===== config.mk =====
export PLATFORM = sky130hd
export DESIGN_NAME = pll_reset_seq
export DESIGN_NICKNAME = d
export VERILOG_FILES = /design/src/rtl/pll_seq_pkg.sv /design/src/rtl/sync2_ff.sv /design/src/rtl/pll_reset_seq.sv
export SDC_FILE = /design/constraint.sdc
export NUM_CORES = 1
export LEC_CHECK = 0
export CAP_MARGIN = 25
export CORE_MARGIN = 4
export CORE_UTILIZATION = 40
export DETAILED_ROUTE_END_ITERATION = 8
export GPL_TIMING_DRIVEN = 0
export PLACE_DENSITY_LB_ADDON = 0.08
export SYNTH_ARGS = -nofsm -noshare
export SYNTH_HDL_FRONTEND = slang
export SYNTH_SLANG_ARGS = --single-unit

===== constraint.sdc =====
create_clock -name clock -period 4.1 [get_ports clock]
set_input_delay 0.615 -clock clock [delete_from_list [all_inputs] [get_ports clock]]
set_output_delay 0.615 -clock clock [all_outputs]
set_load 0.02 [all_outputs]

===== src/rtl/pll_seq_pkg.sv =====
// Shared state encodings and counter sizing for the rPLL reset sequencer.
package pll_seq_pkg;

  typedef enum logic [2:0] {
    ST_HOLD   = 3'd0,
    ST_WAIT   = 3'd1,
    ST_STABLE = 3'd2,
    ST_RUN    = 3'd3,
    ST_FAULT  = 3'd4
  } seq_state_e;

  localparam int RELOCK_W = 8;

  function automatic int max3(input int a, input int b, input int c);
    int m;
    m = (a > b) ? a : b;
    return (m > c) ? m : c;
  endfunction

endpackage


===== src/rtl/sync2_ff.sv =====
// Two-flop synchroniser for a single asynchronous level; resets to 0.
module sync2_ff (
  input  logic clock,
  input  logic reset_n,
  input  logic d,
  output logic q
);

  logic meta_q, sync_q;

  always_ff @(posedge clock or negedge reset_n) begin
    if (!reset_n) begin
      meta_q <= 1'b0;
      sync_q <= 1'b0;
    end else begin
      meta_q <= d;
      sync_q <= meta_q;
    end
  end

  assign q = sync_q;

endmodule


===== src/rtl/pll_reset_seq.sv =====
// rPLL reset sequencer: holds the PLL in reset, waits for a stable lock with
// bounded retries, then releases the downstream reset; re-sequences on lock loss.
module pll_reset_seq
  import pll_seq_pkg::*;
#(
  parameter int HOLD_CYCLES    = 16,
  parameter int TIMEOUT_CYCLES = 65535,
  parameter int STABLE_CYCLES  = 1024,
  parameter int MAX_RETRIES    = 3
) (
  input  logic                clock,
  input  logic                reset_n,
  input  logic                pll_lock_i,
  input  logic                restart_i,
  output logic                pll_reset_o,
  output logic                sys_reset_no,
  output logic                locked_o,
  output logic                fault_o,
  output logic [2:0]          state_o,
  output logic [RELOCK_W-1:0] relock_count_o
);

  localparam int TW = $clog2(max3(HOLD_CYCLES, TIMEOUT_CYCLES, STABLE_CYCLES)) + 1;
  localparam int RW = $clog2(MAX_RETRIES + 1) + 1;

  localparam logic [TW-1:0] HOLD_LAST   = TW'(HOLD_CYCLES - 1);
  localparam logic [TW-1:0] TO_LAST     = TW'(TIMEOUT_CYCLES - 1);
  localparam logic [TW-1:0] STABLE_LAST = TW'(STABLE_CYCLES - 1);
  localparam logic [RW-1:0] RETRY_LIM   = RW'(MAX_RETRIES);

  logic lock_s;

  sync2_ff u_lock_sync (
    .clock   (clock),
    .reset_n (reset_n),
    .d       (pll_lock_i),
    .q       (lock_s)
  );

  seq_state_e          state_q, state_d;
  logic [TW-1:0]       timer_q, timer_d;
  logic [RW-1:0]       retries_q, retries_d, retries_inc;
  logic [RELOCK_W-1:0] relock_q, relock_d;
  logic                pll_reset_q, pll_reset_d;
  logic                sys_rst_n_q, sys_rst_n_d;
  logic                locked_q, locked_d;
  logic                fault_q, fault_d;

  always_comb begin
    state_d     = state_q;
    timer_d     = timer_q;
    retries_d   = retries_q;
    relock_d    = relock_q;
    retries_inc = retries_q + 1'b1;

    if (restart_i) begin
      state_d   = ST_HOLD;
      timer_d   = '0;
      retries_d = '0;
    end else begin
      case (state_q)
        ST_HOLD: begin
          if (timer_q >= HOLD_LAST) begin
            state_d = ST_WAIT;
            timer_d = '0;
          end else begin
            timer_d = timer_q + 1'b1;
          end
        end
        ST_WAIT: begin
          // The lock cycle seen here is the first of the stable run.
          if (lock_s) begin
            state_d = ST_STABLE;
            timer_d = TW'(1);
          end else if (timer_q >= TO_LAST) begin
            timer_d   = '0;
            retries_d = retries_inc;
            state_d   = (retries_inc >= RETRY_LIM) ? ST_FAULT : ST_HOLD;
          end else begin
            timer_d = timer_q + 1'b1;
          end
        end
        ST_STABLE: begin
          if (!lock_s) begin
            state_d = ST_WAIT;
            timer_d = '0;
          end else if (timer_q >= STABLE_LAST) begin
            state_d   = ST_RUN;
            timer_d   = '0;
            retries_d = '0;
          end else begin
            timer_d = timer_q + 1'b1;
          end
        end
        ST_RUN: begin
          if (!lock_s) begin
            state_d = ST_HOLD;
            timer_d = '0;
            if (relock_q != '1) relock_d = relock_q + 1'b1;
          end
        end
        ST_FAULT: ;
        default: begin
          state_d = ST_HOLD;
          timer_d = '0;
        end
      endcase
    end

    // Outputs are registered from the next state so they change on the transition edge.
    pll_reset_d = (state_d == ST_HOLD) || (state_d == ST_FAULT);
    sys_rst_n_d = (state_d == ST_RUN);
    locked_d    = (state_d == ST_RUN);
    fault_d     = (state_d == ST_FAULT);
  end

  always_ff @(posedge clock or negedge reset_n) begin
    if (!reset_n) begin
      state_q     <= ST_HOLD;
      timer_q     <= '0;
      retries_q   <= '0;
      relock_q    <= '0;
      pll_reset_q <= 1'b1;
      sys_rst_n_q <= 1'b0;
      locked_q    <= 1'b0;
      fault_q     <= 1'b0;
    end else begin
      state_q     <= state_d;
      timer_q     <= timer_d;
      retries_q   <= retries_d;
      relock_q    <= relock_d;
      pll_reset_q <= pll_reset_d;
      sys_rst_n_q <= sys_rst_n_d;
      locked_q    <= locked_d;
      fault_q     <= fault_d;
    end
  end

  assign pll_reset_o    = pll_reset_q;
  assign sys_reset_no   = sys_rst_n_q;
  assign locked_o       = locked_q;
  assign fault_o        = fault_q;
  assign state_o        = state_q;
  assign relock_count_o = relock_q;

endmodule


## After elaboration in Yosys (flattened, before gate mapping)

Index checks and enable logic that the tools add are counted.

- Reductions and logical operators: 7
- Magnitude comparators: 4
- $add $sub $neg: 3
- Equal/unequal tests: 13
- Bitwise operators: 2
- Muxes and demuxes: 23

Operators by type and width:

| cell | count |
|---|---|
| 2-to-1 mux 17 bit | 7 |
| case mux 17 bit (5 select lines) | 1 |
| 2-to-1 mux 3 bit | 13 |
| adder 17 x 1 -> 17 bit, second input constant | 1 |
| >= comparator 17 x 10 -> 1 bit, second input constant | 1 |
| >= comparator 17 x 16 -> 1 bit, second input constant | 1 |
| >= comparator 17 x 4 -> 1 bit, second input constant | 1 |
| case mux 3 bit (5 select lines) | 1 |
| inequality test 3 bit, second input constant | 4 |
| == test 3 x 2 -> 1 bit, second input constant | 3 |
| adder 8 x 1 -> 8 bit, second input constant | 1 |
| inequality test 8 bit, second input constant | 1 |
| == test 3 bit, second input constant | 2 |
| logical NOT 3 bit | 2 |
| case mux 3 bit (2 select lines) | 1 |
| AND reduction 5 bit | 1 |
| AND reduction 4 bit | 1 |
| adder 3 x 1 -> 3 bit, second input constant | 1 |
| == test 3 x 1 -> 1 bit, second input constant | 1 |
| >= comparator 3 x 2 -> 1 bit, second input constant | 1 |
| inequality test 3 x 2 -> 1 bit, second input constant | 1 |
| nonzero test 3 bit | 1 |
| inequality test 2 bit, second input constant | 1 |
| NOT 1 bit | 2 |
| 2 further kinds | 2 |

- Input bits: 4
- Word-level logic and storage cells: 61
- Bits in registers: 36

## Depth between registers and ports, before layout

Gate-level depths: netlist (run 1).

- Depth in word-level cells: 9
- Mapped depth: 8
- Depth with buffers taken out: 7

## Hierarchy

From an unflattened synthesis (run 1), not the netlist that was laid out.

- Cells, all modules: 212
- Area, all modules: 2048.2 um2

By module, submodules not included:

| module | cells each | seq. area each (um2) | area an instance (um2) | times used |
|---|---|---|---|---|
| pll_reset_seq | 210 | 852.1 | 1998.2 | 1 |
| sync2_ff | 2 | 50.0 | 50.0 | 1 |

## Worst setup path before layout (run 1)

Ideal clock, no wire load.

- Path type: reg2reg
- Start: register timer_q[0]
- End: register timer_q[14]
- Arrival: 2250 ps
- Stages on the path, launching flop included: 9
- Period minus slack after synthesis: 2315 ps
- Setup time: 65 ps
- Path slack: 1785 ps
- Data required time: 4035 ps
- Buffers on the path: 1
- Cells stage by stage: dfrtp_1 -> ha_1 -> a21oi_1 -> o211ai_1 -> or4_4 -> o32a_4 -> buf_6 -> a221oi_2 -> a21o_1

- Word-level cells in the longest chain between the ends: 5
- Elaborated cells on any way between the ends: 11
- Classes of those cells: 1 x add/sub; 3 x order compare; 7 x mux

Ends and longest elaborated chain:

| item | RTL line | RTL |
|---|---|---|
| start: declaration | pll_reset_seq.sv:41 | `logic [TW-1:0] timer_q, timer_d;` |
| start signal: assignment | pll_reset_seq.sv:129 | `timer_q <= timer_d;` |
| adder 17 x 1 -> 17 bit (tied with other cells) | pll_reset_seq.sv:67, pll_reset_seq.sv:80, pll_reset_seq.sv:92 |  |
| 2-to-1 mux 17 bit, on equally long branches | pll_reset_seq.sv:87, pll_reset_seq.sv:75 |  |
| 2-to-1 mux 17 bit, on equally long branches | pll_reset_seq.sv:84, pll_reset_seq.sv:72 |  |
| case mux 17 bit (5 select lines) (*) | pll_reset_seq.sv:61 | `case (state_q)` |
| 2-to-1 mux 17 bit (*) | pll_reset_seq.sv:56 | `if (restart_i) begin` |

Mark *: on every way between the ends. The rest lies on a longest branch, timed or not.
A chain may end at the register's enable or synchronous reset.

## Final worst setup path (run 1)

- Start: register timer_q[1]
- End: register timer_q[3]

The elaborated chain is that of the path after synthesis.

==> results of run 1 <==
[sequential cells by signal (all words and copies together), names as in the netlist, 3 cells and up]
signal / count
state_o: 3
timer_q: 17
relock_count_o: 8
retries_q: 3
[cell usage after synthesis, types with 2 or more instances]
| cell | number |
|---|---|
| sky130_fd_sc_hd__a31o_2 | 2 |
| sky130_fd_sc_hd__and3_1 | 3 |
| sky130_fd_sc_hd__nor2b_1 | 3 |
| sky130_fd_sc_hd__or4_1 | 2 |
| sky130_fd_sc_hd__mux2_2 | 2 |
| sky130_fd_sc_hd__nor4_1 | 2 |
| sky130_fd_sc_hd__ha_1 | 5 |
| sky130_fd_sc_hd__a21o_2 | 2 |
| sky130_fd_sc_hd__nand4_1 | 7 |
| sky130_fd_sc_hd__nand3_1 | 6 |
| sky130_fd_sc_hd__and2_1 | 2 |
| sky130_fd_sc_hd__or3_1 | 7 |
| sky130_fd_sc_hd__inv_1 | 9 |
| sky130_fd_sc_hd__a21o_1 | 10 |
| sky130_fd_sc_hd__buf_4 | 3 |
| sky130_fd_sc_hd__dfrtp_1 | 35 |
| sky130_fd_sc_hd__nand2_1 | 24 |
| sky130_fd_sc_hd__buf_2 | 2 |
| sky130_fd_sc_hd__a221oi_2 | 11 |
| sky130_fd_sc_hd__nor3_1 | 7 |
| sky130_fd_sc_hd__o21ai_0 | 9 |
| sky130_fd_sc_hd__o211ai_1 | 4 |
| sky130_fd_sc_hd__nand2b_1 | 5 |
| sky130_fd_sc_hd__xor2_1 | 3 |
| sky130_fd_sc_hd__xnor2_1 | 5 |
| sky130_fd_sc_hd__or2_2 | 6 |
| sky130_fd_sc_hd__a31oi_1 | 3 |
| sky130_fd_sc_hd__a21oi_1 | 8 |
| sky130_fd_sc_hd__nor2_1 | 8 |
| sky130_fd_sc_hd__buf_6 | 2 |
[cell type report]
cell class | count | area, µm²
Multi-Input combinational cell | 168 | 1190
Fill cell | 512 | 2640
Sequential cell | 36 | 902
Clock buffer | 5 | 68.8
Buffer | 9 | 66.3
Tap cell | 70 | 87.6
Inverter | 9 | 33.8
Timing Repair Buffer | 17 | 165
Clock inverter | 3 | 42.5
[path summary, 6_finish.rpt]
check	depth (start not counted)	startpoint	slack, ps	endpoint
min in group asynchronous	1	reset_n	410	timer_q[8]
hold reg to reg	0	u_lock_sync.meta_q	350	u_lock_sync.q
hold / removal	0	u_lock_sync.meta_q	350	u_lock_sync.q
setup reg to reg	8	timer_q[1]	1520	timer_q[3]
setup / recovery	8	timer_q[1]	1520	timer_q[3]
max in group asynchronous	1	reset_n	3170	timer_q[15]
[per-stage QoR]
step | hold WS (ps) | utilization | std cells
global route | 358 | 0.492 | 317
detailed placement | 336 | 0.471 | 309
floorplan | 319 | - | 222
finish | 353 | 0.492 | 317
global placement | 335 | 0.472 | 309
CTS | 354 | 0.492 | 317
[critical path, stage by stage, from the launching register on]
cell and delay (ps):
sky130_fd_sc_hd__dfrtp_1 480, sky130_fd_sc_hd__ha_1 280, sky130_fd_sc_hd__a21oi_1 180, sky130_fd_sc_hd__o211ai_1 110, sky130_fd_sc_hd__or4_4 530, sky130_fd_sc_hd__o32a_4 370, sky130_fd_sc_hd__buf_6 170, sky130_fd_sc_hd__a221oi_2 270
sky130_fd_sc_hd__a21o_1 110
[metal layers]
| layer | up-vias | track usage | wire length, µm |
|---|---|---|---|
| li1 | 880 | - | - |
| met1 | 855 | 0.260 | 2510 |
| met2 | 41 | 0.237 | 2230 |
| met3 | 6 | 0.0401 | 249 |
| met4 | 0 | 0.0498 | 80 |
| met5 | - | 0 | 0 |
[logic make-up (layout without fill, tap and decap cells)]
family,after synthesis,in the layout,share of synthesized area
adder cells (fa/ha/maj),5,5,0.0285
XOR/XNOR,8,8,0.0319
multiplexers,3,3,0.0148
flip-flops,36,36,0.411
AO/OA/AOI/OAI,59,59,0.235
buffers and inverters,18,43,0.0456
AND/OR/NAND/NOR,93,93,0.234
[power by group]
| group | leakage (nW) | internal, mW | total [mW] | switching [mW] |
|---|---|---|---|---|
| clock network | 0.0541 | 0.180 | 0.319 | 0.139 |
| registers | 0.482 | 0.358 | 0.365 | 0.00637 |
| logic | 0.570 | 0.00805 | 0.0270 | 0.0190 |
==> results.sh, run 1 <==
export IMPL_leakage_nw=1.11
export IMPL_synth_largest_area_cell="sky130_fd_sc_hd__dfrtp_1"
export IMPL_die_width_um=82.1
export IMPL_route_vias_total=1782
export IMPL_cts_htree_levels=2
export IMPL_layout_commonest_cell="sky130_fd_sc_hd__dfrtp_1"
export IMPL_timing_critical_path_fanout_max=10
export IMPL_totalPowerFinal_mw=0.711
export IMPL_synth_edff_count=0
export IMPL_holdBufCountCts=0
export IMPL_post_dp_hpwl_um=3620
export IMPL_setup_repair_after_global_routing_missed_its_margin="false"
export IMPL_outcome="complete, no violations"
export IMPL_power_per_cell_area_mw_per_mm2=278
export IMPL_number_of_global_route_vias_before_repair=1730
export IMPL_final_area_mm2=0.00256
export IMPL_grt_overflow_total=0
export IMPL_cts_inserted_buffers=5
export IMPL_final_cell_mix="sky130_fd_sc_hd__dfrtp_1, sky130_fd_sc_hd__nand2_1, sky130_fd_sc_hd__clkdlybuf4s50_1, sky130_fd_sc_hd__a221oi_2, sky130_fd_sc_hd__a21o_1"
export IMPL_setup_violations_final=0
export IMPL_clock_tree_skew_after_final_layout_ps=7.78
export IMPL_cts_path_max_buffers=2
export IMPL_timing_final_hold_violations=0
export IMPL_die_height_um=82.1
export IMPL_critPathCaptureType="flop"
export IMPL_worst_slew_margin=0.443
export IMPL_power_ir_vdd_worst_uv=200
export IMPL_asyncSetResetFlopFracSynth=1.00
export IMPL_tritoncts="yes"
export IMPL_timing_max_transition_violations_final=0
export IMPL_cts_resized=0
export IMPL_max_clock_freq_mhz=387
export IMPL_grt_usage=0.171
export IMPL_post_cts_setup_buffers=0
export IMPL_synthesis_area_mm2=0.00220
export IMPL_primary_ff_master_synth="sky130_fd_sc_hd__dfrtp_1"
export IMPL_insertion_delay_ps=290
export IMPL_maxCapViolCount=0
export IMPL_floorplan_initialDensity=0.422
export IMPL_die_area_mm2=0.00674
export IMPL_syn_inst=222
export IMPL_wirelength_um=5070
export IMPL_placement_setup_worst_slack_ps=1550
export IMPL_route_detailed_vias_per_inst=5.62
export IMPL_setup_worst_path_start_class="flop"
export IMPL_final_nets=255
export IMPL_yosys_warnings=0
export IMPL_rows=26
export IMPL_place_port_buffers=17
export IMPL_min_period_ps=2580
export IMPL_antenna_found_initial=0
export IMPL_routedWlPerCell_um=16.0
export IMPL_fin_setup_tns_ps=0
export IMPL_critical_path_arrival_ps=2810
export IMPL_grt_pass1_wl_um=8850
export IMPL_drt_antenna_violating_nets=0
export IMPL_syn_mean_instance_area_um2=9.90
export IMPL_pin_count_of_the_biggest_net_entering_global_routing=37
export IMPL_critPathRequiredTime_ps=4330
export IMPL_insertedDiodeCount=0
export IMPL_post_route_cells_drive_above_1_share=0.194
export IMPL_post_route_fraction_of_the_period_consumed_by_the_critical_path=0.630
export IMPL_placedInstanceArea_mm2=0.00245
export IMPL_detail_route_iter0_violations=194
export IMPL_synth_cell_type_count=55
export IMPL_critical_path_class="flop to flop"
export IMPL_clock_sinks=36
export IMPL_synth_seq_area_share=0.411
export IMPL_area_growth_syn_to_layout_pct=16.6
export IMPL_worst_case_setup_margin_in_the_final_layout_ps=1520
export IMPL_synth_largest_type_area_fraction=0.399
export IMPL_drt_drc_violations_left=0
export IMPL_cts_clk_slew_worst_paths_ps=80
export IMPL_clockRootBuffer="sky130_fd_sc_hd__clkbuf_8"
export IMPL_worstMarginPinSlew_ps=827
export IMPL_mappedNetlistNets=231
export IMPL_top_level_ports=19
export IMPL_hold_class="flop to flop"
export IMPL_firstDrtPassIters=5
export IMPL_core_area_mm2=0.00520
export IMPL_post_synth_main_area_contributors="sky130_fd_sc_hd__dfrtp_1, sky130_fd_sc_hd__a221oi_2, sky130_fd_sc_hd__nand2_1"
export IMPL_routabilityCongestion=0.874
export IMPL_ys_ff_latch=36
Power figures use the tool's default switching activity.
==> inputs of run 2 (changes only) <==
clock period = 2.2 ns   (was 4.1 ns; I/O delays follow)
==> run 2 against run 1 <==
Net effect:
- the run now ends with setup timing left
- total power rose by 89%
- core utilization grew 6.8 points
- worst hold slack lost 230 ps
- final area increased by 14%
==> results.sh, run 2 (same netlist as run 1, synthesis figures left out) <==
export IMPL_final_area_mm2=0.00291
export IMPL_cts_htree_levels=2
export IMPL_layout_commonest_cell="sky130_fd_sc_hd__dfrtp_1"
export IMPL_power_per_cell_area_mw_per_mm2=462
export IMPL_worstPathBufferInverterCount=1
export IMPL_violated_checks="setup timing"
export IMPL_worstMarginPinSlew_ps=809
export IMPL_setup_violations_final=17
export IMPL_clockRootBuffer="sky130_fd_sc_hd__clkbuf_8"
export IMPL_placement_setup_worst_slack_ps=-286
export IMPL_pin_count_of_the_biggest_net_entering_global_routing=37
export IMPL_critPathCaptureType="flop"
export IMPL_wirelength_um=5550
export IMPL_firstDrtPassIters=4
export IMPL_critPathRequiredTime_ps=2440
export IMPL_critical_path_arrival_ps=2620
export IMPL_power_ir_vdd_worst_uv=229
export IMPL_critical_path_class="flop to flop"
export IMPL_insertedDiodeCount=0
export IMPL_largest_stage_delay_on_the_critical_path_ps=500
export IMPL_final_cell_mix="sky130_fd_sc_hd__dfrtp_1, sky130_fd_sc_hd__buf_4, sky130_fd_sc_hd__nand2_1, sky130_fd_sc_hd__clkdlybuf4s50_1, sky130_fd_sc_hd__a221oi_2"
export IMPL_routedWlPerCell_um=16.3
export IMPL_die_height_um=82.1
export IMPL_maxCapViolCount=0
export IMPL_hold_class="input port to asynchronous set/reset pin"
export IMPL_regArea_um2=907
export IMPL_number_of_global_route_vias_before_repair=1886
export IMPL_route_detailed_vias_per_inst=5.68
export IMPL_worst_slew_margin=0.460
export IMPL_cts_inserted_buffers=5
export IMPL_post_route_cells_drive_above_1_share=0.336
export IMPL_detail_route_iter0_violations=141
export IMPL_max_clock_freq_mhz=421
export IMPL_worst_r2r_setup_slack_ps=-180
export IMPL_internal_power_mw=1.04
export IMPL_fin_setup_tns_ps=-2400
export IMPL_min_period_ps=2380
export IMPL_timing_max_transition_violations_final=0
export IMPL_netSwitchingPower_mw=0.311
export IMPL_timing_final_hold_violations=0
export IMPL_multi_input_area_mm2=0.00132
export IMPL_largest_register_ff_count=17
export IMPL_final_nets=279
export IMPL_route_vias_total=1936
export IMPL_antenna_found_initial=0
export IMPL_power_share_clock=0.439
export IMPL_timing_critical_path_fanout_max=10
export IMPL_worst_case_setup_margin_in_the_final_layout_ps=-178
export IMPL_rows=26
export IMPL_final_core_utilization=0.560
export IMPL_largest_delay_share_family_worst_path="compound AO/OA/AOI/OAI gates"
export IMPL_drt_antenna_violating_nets=0
export IMPL_worstPathCellList="nor4_4 > o211ai_1 > or4_4 > o32a_4 > buf_12 > a221oi_2 > a21o_1"
export IMPL_clock_sinks=36
export IMPL_top_level_ports=19
export IMPL_core_area_mm2=0.00520
export IMPL_post_dp_hpwl_um=3530
export IMPL_final_fill_count=480
export IMPL_setup_repair_after_global_routing_missed_its_margin="true"
export IMPL_grt_overflow_total=0
export IMPL_area_growth_syn_to_layout_pct=32.6
export IMPL_post_route_fraction_of_the_period_consumed_by_the_critical_path=1.08
export IMPL_die_width_um=82.1
export IMPL_placedInstanceArea_mm2=0.00247
export IMPL_leakage_nw=1.27
export IMPL_grt_pass1_wl_um=9290
export IMPL_drt_drc_violations_left=0
export IMPL_cts_path_max_buffers=2
export IMPL_tritoncts="yes"
export IMPL_comb_power_share=0.057
export IMPL_die_area_mm2=0.00674
export IMPL_setup_worst_path_start_class="flop"
export IMPL_critical_path_cell_count=7
export IMPL_p_seq_frac=0.504
export IMPL_regMostFlops="timer_q"
export IMPL_outcome="complete, but fails checks"
export IMPL_grt_usage=0.180
export IMPL_floorplan_initialDensity=0.422
export IMPL_place_port_buffers=17
export IMPL_timing_critical_path_slowest_stage_cell="sky130_fd_sc_hd__or4_4"
export IMPL_insertion_delay_ps=300
export IMPL_r2r_worst_path_cells=7
export IMPL_routabilityCongestion=0.777
export IMPL_cts_clk_slew_worst_paths_ps=80
export IMPL_p_sw_frac=0.231
export IMPL_clock_tree_skew_after_final_layout_ps=7.53
[run 2: power groups by stage]
stage | sequential [mW] | clock (mW) | combinational (mW)
finish | 0.678 | 0.591 | 0.0769
global route | 0.679 | 0.634 | 0.0859
CTS | 0.677 | 0.606 | 0.0708
detailed placement | 0.695 | 0 | 0.0530
global placement | 0.695 | 0 | 0.0540
floorplan | 0.692 | 0 | 0.0293
[run 2: repair_timing]
action,CTS,global route
gates resized for setup,26,9
gates cloned,0,1
endpoints found under the setup margin,25,22
pin swaps,6,10
setup buffers,14,10
hold buffers,0,0
[run 2: final timing paths]
path,startpoint,to
max,timer_q[12],timer_q[4]
min,reset_n,timer_q[6]
max reg2reg,timer_q[12],timer_q[4]
min reg2reg,u_lock_sync.meta_q,u_lock_sync.q
max in group asynchronous,reset_n,timer_q[11]
min in group clock,restart_i,retries_q[1]
[run 2: through the flow]
stage                     cells  total power, mW  hold WS [ps]
after floorplan             222            0.721          34.4
after global placement      309            0.749           349
after detailed placement    309            0.748           343
after CTS                   331             1.35           153
after global routing        341             1.40           203
final                       341             1.35           120
[run 2: final cells by class]
| type | instances | share of cell area |
|---|---|---|
| Sequential cell | 36 | 0.311 |
| Multi-Input combinational cell | 168 | 0.454 |
| Timing Repair Buffer | 42 | 0.130 |
| Buffer | 8 | 0.0266 |
| Clock inverter | 2 | 0.0120 |
| Tap cell | 70 | 0.0301 |
| Inverter | 9 | 0.0116 |
| Clock buffer | 6 | 0.0249 |
[run 2: metal layers]
layer  GRT usage  wire (µm)  vias up
li1            -          -      930
met1       0.249       2550      962
met2       0.283       2750       38
met3      0.0445        197        6
met4      0.0482         59        0
met5           0          0        -
[run 2: worst reg2reg max path: stages, from the launching register on]
cell and delay, ps:
sky130_fd_sc_hd__dfrtp_2 430, sky130_fd_sc_hd__nor4_4 310, sky130_fd_sc_hd__o211ai_1 140, sky130_fd_sc_hd__or4_4 510, sky130_fd_sc_hd__o32a_4 380, sky130_fd_sc_hd__buf_12 170
sky130_fd_sc_hd__a221oi_2 270, sky130_fd_sc_hd__a21o_1 110
